[src/rtl/doa_peak_search_if.sv]
// Power-stage <-> DOA peak search bus: steering index out, power beats in, sweep result out.
// Optional spectrum outputs are present when DOA_SPECTRUM_OUT_EN is defined.
interface doa_peak_search_if #(
   parameter int unsigned WORD_LENGTH_OUT = 71,
   parameter int unsigned ANG_W           = 8,
   parameter int unsigned SNAP_W          = 4,
   parameter int unsigned ACC_W           = WORD_LENGTH_OUT + SNAP_W
);
   logic                       start;
   logic [ANG_W-1:0]           ang_idx;
   logic [WORD_LENGTH_OUT-1:0] pwr_in;
   logic                       pwr_valid;
   logic                       pwr_ready;
   logic                       busy;
   logic                       done;
   logic [ANG_W-1:0]           peak_idx;
   logic [ACC_W-1:0]           peak_pwr;
`ifdef DOA_SPECTRUM_OUT_EN
   logic                       spec_valid;
   logic [ANG_W-1:0]           spec_idx;
   logic [ACC_W-1:0]           spec_pwr;
`endif

   // master: the peak-search block; slave: sequencer / power stage side
   modport master (
      input  start, pwr_in, pwr_valid,
      output ang_idx, pwr_ready, busy, done, peak_idx, peak_pwr
`ifdef DOA_SPECTRUM_OUT_EN
      , output spec_valid, spec_idx, spec_pwr
`endif
   );

   modport slave (
      output start, pwr_in, pwr_valid,
      input  ang_idx, pwr_ready, busy, done, peak_idx, peak_pwr
`ifdef DOA_SPECTRUM_OUT_EN
      , input spec_valid, spec_idx, spec_pwr
`endif
   );
endinterface

[src/rtl/doa_peak_search.sv]
// Direction-of-arrival peak search: integrates NUM_SNAP power beats per steering angle and
// reports the angle with the largest sum. DOA_SPECTRUM_OUT_EN adds per-angle spectrum outputs.
module doa_peak_search #(
   parameter int unsigned WORD_LENGTH_OUT = 71,
   parameter int unsigned NUM_ANGLES      = 181,
   parameter int unsigned ANG_W           = 8,
   parameter int unsigned NUM_SNAP        = 16,
   parameter int unsigned SNAP_W          = 4
) (
   input logic              clk,
   input logic              rst,
   doa_peak_search_if.master bus
);
   localparam int unsigned       ACC_W     = WORD_LENGTH_OUT + SNAP_W;
   localparam logic [ANG_W-1:0]  LAST_ANG  = ANG_W'(NUM_ANGLES - 1);
   localparam logic [SNAP_W-1:0] LAST_SNAP = SNAP_W'(NUM_SNAP - 1);

   typedef enum logic [1:0] {
      S_IDLE    = 2'd0,
      S_ACCUM   = 2'd1,
      S_COMPARE = 2'd2,
      S_DONE    = 2'd3
   } state_t;

   state_t              state, state_nxt;
   logic [ANG_W-1:0]    ang_idx, ang_nxt;
   logic [ACC_W-1:0]    acc, acc_nxt;
   logic [SNAP_W-1:0]   snap_cnt, snap_nxt;
   logic [ACC_W-1:0]    best, best_nxt;
   logic [ANG_W-1:0]    best_idx, best_idx_nxt;
   logic [ANG_W-1:0]    peak_idx, peak_idx_nxt;
   logic [ACC_W-1:0]    peak_pwr, peak_pwr_nxt;
   logic                ready_q, busy_q, done_q;
   logic                beat;
   logic                take_best;

   // Next-state and datapath decode
   always_comb begin
      state_nxt    = state;
      ang_nxt      = ang_idx;
      acc_nxt      = acc;
      snap_nxt     = snap_cnt;
      best_nxt     = best;
      best_idx_nxt = best_idx;
      peak_idx_nxt = peak_idx;
      peak_pwr_nxt = peak_pwr;
      beat         = bus.pwr_valid & ready_q;
      take_best    = (ang_idx == '0) || (acc > best);

      case (state)
         S_IDLE: begin
            if (bus.start) begin
               state_nxt = S_ACCUM;
               ang_nxt   = '0;
               acc_nxt   = '0;
               snap_nxt  = '0;
            end
         end
         S_ACCUM: begin
            if (beat) begin
               acc_nxt  = acc + ACC_W'(bus.pwr_in);
               snap_nxt = SNAP_W'(snap_cnt + 1'b1);
               if (snap_cnt == LAST_SNAP) state_nxt = S_COMPARE;
            end
         end
         S_COMPARE: begin
            // strict compare keeps the lower index on ties
            if (take_best) begin
               best_nxt     = acc;
               best_idx_nxt = ang_idx;
            end
            if (ang_idx == LAST_ANG) begin
               state_nxt    = S_DONE;
               peak_idx_nxt = best_idx_nxt;
               peak_pwr_nxt = best_nxt;
            end else begin
               state_nxt = S_ACCUM;
               ang_nxt   = ANG_W'(ang_idx + 1'b1);
               acc_nxt   = '0;
               snap_nxt  = '0;
            end
         end
         S_DONE: begin
            state_nxt = S_IDLE;
         end
         default: begin
            state_nxt = S_IDLE;
         end
      endcase
   end

   // State and datapath registers; status flags are decoded from the next state
   always_ff @(posedge clk or posedge rst) begin
      if (rst) begin
         state    <= S_IDLE;
         ang_idx  <= '0;
         acc      <= '0;
         snap_cnt <= '0;
         best     <= '0;
         best_idx <= '0;
         peak_idx <= '0;
         peak_pwr <= '0;
         ready_q  <= 1'b0;
         busy_q   <= 1'b0;
         done_q   <= 1'b0;
      end else begin
         state    <= state_nxt;
         ang_idx  <= ang_nxt;
         acc      <= acc_nxt;
         snap_cnt <= snap_nxt;
         best     <= best_nxt;
         best_idx <= best_idx_nxt;
         peak_idx <= peak_idx_nxt;
         peak_pwr <= peak_pwr_nxt;
         ready_q  <= (state_nxt == S_ACCUM);
         busy_q   <= (state_nxt != S_IDLE);
         done_q   <= (state_nxt == S_DONE);
      end
   end

   assign bus.ang_idx   = ang_idx;
   assign bus.pwr_ready = ready_q;
   assign bus.busy      = busy_q;
   assign bus.done      = done_q;
   assign bus.peak_idx  = peak_idx;
   assign bus.peak_pwr  = peak_pwr;

`ifdef DOA_SPECTRUM_OUT_EN
   logic             spec_valid_q;
   logic [ANG_W-1:0] spec_idx_q;
   logic [ACC_W-1:0] spec_pwr_q;

   // Spectrum sample is captured on entry to COMPARE, when acc holds the final sum
   always_ff @(posedge clk or posedge rst) begin
      if (rst) begin
         spec_valid_q <= 1'b0;
         spec_idx_q   <= '0;
         spec_pwr_q   <= '0;
      end else begin
         spec_valid_q <= (state_nxt == S_COMPARE);
         if (state_nxt == S_COMPARE) begin
            spec_idx_q <= ang_nxt;
            spec_pwr_q <= acc_nxt;
         end
      end
   end

   assign bus.spec_valid = spec_valid_q;
   assign bus.spec_idx   = spec_idx_q;
   assign bus.spec_pwr   = spec_pwr_q;
`endif

endmodule

[src/flat_wrapper.sv]
// flat-port wrapper written by rule: the top's interface ports become plain ports
module doa_peak_search_flat 
#(
   parameter int unsigned WORD_LENGTH_OUT = 71,
   parameter int unsigned NUM_ANGLES      = 181,
   parameter int unsigned ANG_W           = 8,
   parameter int unsigned NUM_SNAP        = 16,
   parameter int unsigned SNAP_W          = 4
)
  (clk, rst, bus_start, bus_pwr_in, bus_pwr_valid, bus_ang_idx, bus_pwr_ready, bus_busy, bus_done, bus_peak_idx, bus_peak_pwr);
  doa_peak_search_if #(.WORD_LENGTH_OUT(WORD_LENGTH_OUT), .ANG_W(ANG_W), .SNAP_W(SNAP_W)) bus_i ();
  input logic clk;
  input logic rst;
  input wire logic [$bits(bus_i.start)-1:0] bus_start;
  input wire logic [$bits(bus_i.pwr_in)-1:0] bus_pwr_in;
  input wire logic [$bits(bus_i.pwr_valid)-1:0] bus_pwr_valid;
  output wire logic [$bits(bus_i.ang_idx)-1:0] bus_ang_idx;
  output wire logic [$bits(bus_i.pwr_ready)-1:0] bus_pwr_ready;
  output wire logic [$bits(bus_i.busy)-1:0] bus_busy;
  output wire logic [$bits(bus_i.done)-1:0] bus_done;
  output wire logic [$bits(bus_i.peak_idx)-1:0] bus_peak_idx;
  output wire logic [$bits(bus_i.peak_pwr)-1:0] bus_peak_pwr;
  assign bus_i.start = bus_start;
  assign bus_i.pwr_in = bus_pwr_in;
  assign bus_i.pwr_valid = bus_pwr_valid;
  assign bus_ang_idx = bus_i.ang_idx;
  assign bus_pwr_ready = bus_i.pwr_ready;
  assign bus_busy = bus_i.busy;
  assign bus_done = bus_i.done;
  assign bus_peak_idx = bus_i.peak_idx;
  assign bus_peak_pwr = bus_i.peak_pwr;
  doa_peak_search #(.WORD_LENGTH_OUT(WORD_LENGTH_OUT), .NUM_ANGLES(NUM_ANGLES), .ANG_W(ANG_W), .NUM_SNAP(NUM_SNAP), .SNAP_W(SNAP_W)) u_core (.clk(clk), .rst(rst), .bus(bus_i));
endmodule
[config.mk]
export PLATFORM = sky130hd
export DESIGN_NAME = doa_peak_search_flat
export DESIGN_NICKNAME = d
export VERILOG_FILES = /design/src/rtl/doa_peak_search_if.sv /design/src/rtl/doa_peak_search.sv /design/src/flat_wrapper.sv
export SDC_FILE = /design/constraint.sdc
export NUM_CORES = 1
export LEC_CHECK = 0
export BUFFER_PORTS_ARGS = -buffer_cell sky130_fd_sc_hd__buf_2
export CORE_MARGIN = 3
export CORE_UTILIZATION = 28
export CTS_BUF_LIST = sky130_fd_sc_hd__clkbuf_16
export DETAILED_ROUTE_END_ITERATION = 8
export GPL_ROUTABILITY_DRIVEN = 1
export PLACE_DENSITY = 0.51
export SLEW_MARGIN = 20
export SYNTH_ARGS = -nofsm -noshare
export SYNTH_HDL_FRONTEND = slang
export SYNTH_SLANG_ARGS = --single-unit
export TNS_END_PERCENT = 30
[constraint.sdc]
create_clock -name clk -period 17.8 [get_ports clk]
set_clock_uncertainty 0.05 [all_clocks]
set_input_delay 0.89 -clock clk [delete_from_list [all_inputs] [get_ports clk]]
set_output_delay 0.89 -clock clk [all_outputs]
set_load 0.01 [all_outputs]
* Yosys cells after proc, flatten, opt, wreduce, memory -nomap -nowiden *
Index checks and enable logic that the tools add are counted.
Widths: inputs -> output; s select.

cells by class
  $add $sub $neg = 3
  $mul = 0
  divide/modulo/power cells = 0
  magnitude comparators = 1
  equal/unequal tests = 10
  shift operators = 0
  muxes and demuxes = 18
  bitwise logic cells = 1
  reductions and logical operators = 9

operators with widths
  operator             number
  $mux 75              4
  $pmux 75 s3          1
  $add 75x71->75       1
  $gt 75x75->1         1
  $mux 8               3
  $pmux 8 s2           1
  $mux 4               3
  $pmux 4 s3           1
  $add 8x1->8 const B  1
  $eq 8x8->1 const B   1
  $logic_not 8->1      1
  $mux 2               4
  $pmux 2 s4           1
  $eq 2x2->1 const B   3
  $add 4x1->4 const B  1
  $eq 2x1->1 const B   2
  $eq 4x4->1 const B   1
  $ne 2x2->1 const B   2
  $reduce_and 4->1     1
  $reduce_bool 2->1    2
  $reduce_and 3->1     1
  $reduce_bool 3->1    1
  $logic_not 2->1      1
  $ne 2x1->1 const B   1
  3 further kinds      3

word-level totals
  register bits after elaboration = 258
  latch bits = 0
  RAM bits = 0
  bits in read-only memories = 0
  input bits = 75
  output and inout port bits = 94
  logic and storage cells = 53
  memories = 0

* Logic depth before layout (Yosys ltp) *
  word-level depth = 5
  mapped depth = 13
  mapped depth without buffers = 11

* Worst setup path after synthesis *
No wires, ideal clock.

  path kind = input to register
  from = input port bus_pwr_in[0]
  to = register u_core.acc[66]
  library setup time = 0.122 ns
  arrival = 3.457 ns
  data required time = 17.628 ns
  path slack = 14.172 ns
  stages = 11
  path buffers = 0
  cell sequence = ha_1 -> fa_1 -> nand3_1 -> a31oi_1 -> a41oi_1 -> o22ai_1 -> o211ai_1 -> a211oi_2 -> o41ai_4 -> nand3_1 -> a32o_1

between the ends
  word-level cells in the longest chain between the ends = 3

ends and longest elaborated chain
  element               line                    text
  start, declared       flat_wrapper.sv:15      input wire logic [$bits(bus_i.pwr_in)-1:0] bus_pwr_in;
  $add 75x71->75        doa_peak_search.sv:61   acc_nxt = acc + ACC_W'(bus.pwr_in);
  $mux 75               doa_peak_search.sv:60   if (beat) begin
  $pmux 75 s3           doa_peak_search.sv:50   case (state)
  end signal, assigned  doa_peak_search.sv:109  acc <= acc_nxt;
  end, declared         doa_peak_search.sv:27   logic [ACC_W-1:0] acc, acc_nxt;

Every way passes these cells. The select of a mux whose other input is x is not followed.
A chain may end at the register's enable or synchronous reset.

* Worst setup path after layout *
  from = register u_core.acc[41]
  to = register u_core.best[17]

between the ends
  word-level cells in the longest chain between the ends = 3

ends and longest elaborated chain
  element               line                    text
  $gt 75x75->1          doa_peak_search.sv:48   take_best = (ang_idx == '0) || (acc > best);
  $logic_or 1x1->1      doa_peak_search.sv:48
  $mux 75               doa_peak_search.sv:68   if (take_best) begin
  end signal, assigned  doa_peak_search.sv:111  best <= best_nxt;
  end, declared         doa_peak_search.sv:29   logic [ACC_W-1:0] best, best_nxt;

Every way passes these cells.

==> flow_summary_export.csv <==
group,metric,value,unit
status,outcome,"completed",
cells_and_area,syn_to_final_growth,14.8,%
worst_setup_path,path_max_fanout,54,
floorplanning,die_h,254,um
floorplanning,io_pins,169,
timing,setup_tns,0,ns
floorplanning,die_area,64400,um2
power_and_ir_drop,p_comb_share,48.0,%
power_and_ir_drop,p_sw,1300,uW
cts,clkTransAtPathRegs,0.06,ns
synthesis,synthArstFlopShare,100,%
cts,hold_buffers,0,
grt,overflow,0,
synthesis,synth_edf_count,0,
timing,drv_slew,0,
timing,setup_viol,0,
detailed_routing,dr.first_iter.drc_count,886,
synthesis,avgSynthCellArea,8.93,um2
detailed_routing,vias,15200,
worst_setup_path,end_kind,"register",
timing,rsz0062_at_grt,"no",
grt,grt_usage,17.2,%
detailed_routing,drt_pass1_iterations,7,
synthesis,synth-seq-cells,258,
cells_and_area,drive_gt1_share,16.2,%
power_and_ir_drop,power.total,2950,uW
power_and_ir_drop,p_per_area,149,nW/um2
synthesis,synthDistinctLibCells,75,
timing,hold_violations,0,
power_and_ir_drop,ir_drop,69.9,uV
cts,cts_tree,"built",
floorplanning,rows,90,
placement,gp_congestion,0.879,
cts,clock_tree.buffer_depth,3,
detailed_routing,wl_per_cell,19.8,um
worst_setup_path,worst_ep_required_time,18.18,ns
worst_setup_path,r2r_cells,10,
placement,port_buffers,168,
synthesis,synth_seq_area_share,37.6,%
synthesis,yosysWarnings,0,
synthesis,synthesis.area,17200,um2
timing,max_slew.worst_pin.slew,1.10,ns
run,maxCapViolations,0,
timing,fin_crit_sh,25.3,%
worst_setup_path,crit_type,"register to register",
placement,dp.final_hpwl,39.9,mm
synthesis,synth_ff_type,"dfrtp_1",
grt,antenna_found_initial,1,
cts,clock_latency,0.56,ns
power_and_ir_drop,power.clock.fraction,22.5,%
worst_hold_path,hold_path.class,"input port to asynchronous set/reset pin",
cts,htreeDepth,2,
floorplanning,core,60600,um2
cts,cts_made_buffers,34,
grt,grt_first_pass_wirelength,87.5,mm
grt,grt_max_degree,151,
worst_setup_path,startpoint_type,"register",
power_and_ir_drop,pwr-share-seq,29.5,%
grt,first_global_vias,15100,
detailed_routing,vias_per_cell,5.38,
cts,clock-sinks,258,
synthesis,syn_inst,1925,
detailed_routing,wirelength,56.0,mm
cts,cts-root-buf,"clkbuf_16",
synthesis,syn-num-nets,2150,
floorplanning,fp.dieW,254,um
power_and_ir_drop,p_sw_share,44.3,%
cts,cts_setup_buffers,0,
cells_and_area,num_antenna_cells,0,
power_and_ir_drop,power.internal,1640,uW
timing,layout_min_cycle_time,4.50,ns
timing,relSlewSlack,27.0,%
worst_setup_path,arrival,4.88,ns
detailed_routing,drtAntennaViolNets,0,
cells_and_area,fin_nets,2248,
timing,fmaxAchievable,222,MHz
power_and_ir_drop,p_leak,0.00909,uW
floorplanning,initial_core_util,28.4,%
cts,post_cts_resized,0,
detailed_routing,post-route-drc-count,0,
cells in the final DEF (no fill, tap or decap), types with 9 or more instances in the layout:
| cell | n |
|---|---|
| nor2_1 | 55 |
| nand4_1 | 126 |
| o21a_1 | 15 |
| clkbuf_16 | 34 |
| mux2_2 | 81 |
| o21ai_0 | 123 |
| buf_4 | 11 |
| nor3_1 | 31 |
| nor2b_1 | 10 |
| ha_1 | 149 |
| nand2_1 | 223 |
| nor4_1 | 12 |
| buf_2 | 168 |
| o211ai_1 | 89 |
| a21oi_1 | 121 |
| dfrtp_1 | 258 |
| o21bai_1 | 14 |
| a22o_1 | 9 |
| nand2b_1 | 9 |
| xor2_1 | 29 |
| a21o_1 | 56 |
| and2_1 | 9 |
| inv_1 | 110 |
| o31ai_1 | 10 |
| xnor2_1 | 30 |
| nand3_1 | 120 |
stage by stage:
step / setup slack (ns) / util (%) / area [um2] / hold WS [ns] / instances
3_3_place_gp: 13.27 / 30.8 / 18700 / 0.410 / 2768
2_1_floorplan: 9.76 / - / 17200 / 0.410 / 1925
6_report: 13.30 / 32.6 / 19700 / 0.403 / 2830
4_1_cts: 13.34 / 32.6 / 19700 / 0.427 / 2830
5_1_grt: 13.09 / 32.6 / 19700 / 0.448 / 2830
3_5_place_dp: 13.22 / 30.9 / 18700 / 0.413 / 2769
path summary, 6_finish.rpt:
check | slack [ns] | to | startpoint
max in group asynchronous | 15.93 | u_core.acc[45] | rst
min reg2reg | 0.42 | u_core.bus.peak_pwr[29] | u_core.bus.peak_pwr[29]
max reg2reg | 13.30 | u_core.best[17] | u_core.acc[41]
max | 13.30 | u_core.best[17] | u_core.acc[41]
min in group clk | 0.42 | u_core.bus.peak_pwr[29] | u_core.bus.peak_pwr[29]
min | 0.40 | u_core.bus.peak_pwr[1] | rst
flip-flops by register name, summed over array words and instances (netlist names):
register	cells
u_core.acc	75
u_core.bus.peak_idx	8
u_core.snap_cnt	4
u_core.state	2
u_core.bus.busy	1
u_core.best	75
u_core.bus.ang_idx	8
u_core.bus.pwr_ready	1
u_core.best_idx	8
u_core.bus.peak_pwr	75
u_core.bus.done	1
synth_stat cells, types with 31 or more instances:
library cell | number | share of area [%]
nor3_1 | 31 | 0.90
nor2_1 | 57 | 1.2
a21o_1 | 56 | 2.4
inv_1 | 102 | 2.2
nand3_1 | 121 | 3.5
dfrtp_1 | 258 | 38
nand2_1 | 223 | 4.9
o21ai_0 | 123 | 3.6
clkbuf_1 | 86 | 1.9
ha_1 | 149 | 11
mux2_2 | 81 | 5.3
a21oi_1 | 122 | 3.6
o211ai_1 | 89 | 3.9
nand4_1 | 126 | 4.6
cell type report:
class	count	area (um2)
well taps	782	978
clock buffers	34	851
multi-input cells	1446	9900
flip-flops and latches	258	6460
inverters	102	390
fillers	6344	40800
clock inverters	27	190
repair buffers	181	971
logic make-up after synthesis:
logic type      share of synthesized area (%)
fa+ha+maj                                11.0
xor+xnor                                 3.01
compound gates                           19.7
simple gates                             18.2
mux                                      5.48
buf+inv                                  5.09
flops                                    37.6
power by group through the flow:
stage	Combinational (uW)	Clock (uW)	Sequential, uW
finish	1410	664	869
global route	1600	705	891
CTS	1410	685	868
detailed placement	1400	0	877
global placement	1390	0	872
floorplan	1080	0	814
metal layers:
layer	vias to the layer above	part of all wire (%)	global-route usage, %
met1	7506	44	22.2
met5	-	0	0
met4	0	2.4	5.41
li1	7314	-	-
met3	80	6.5	4.17
met2	339	47	28.3
worst max-delay path, cell delays in order, from the launching register on:
cell      delay [ns]
dfrtp_1         0.43
ha_1            0.32
nand4_1         0.16
nor4_1          0.72
and4_1          0.44
nand2b_1        0.11
nand2b_1        0.21
nand2b_2        0.26
nand3_4         0.42
buf_4           0.78
mux2_2          0.42
Power figures use the tool's default switching activity.
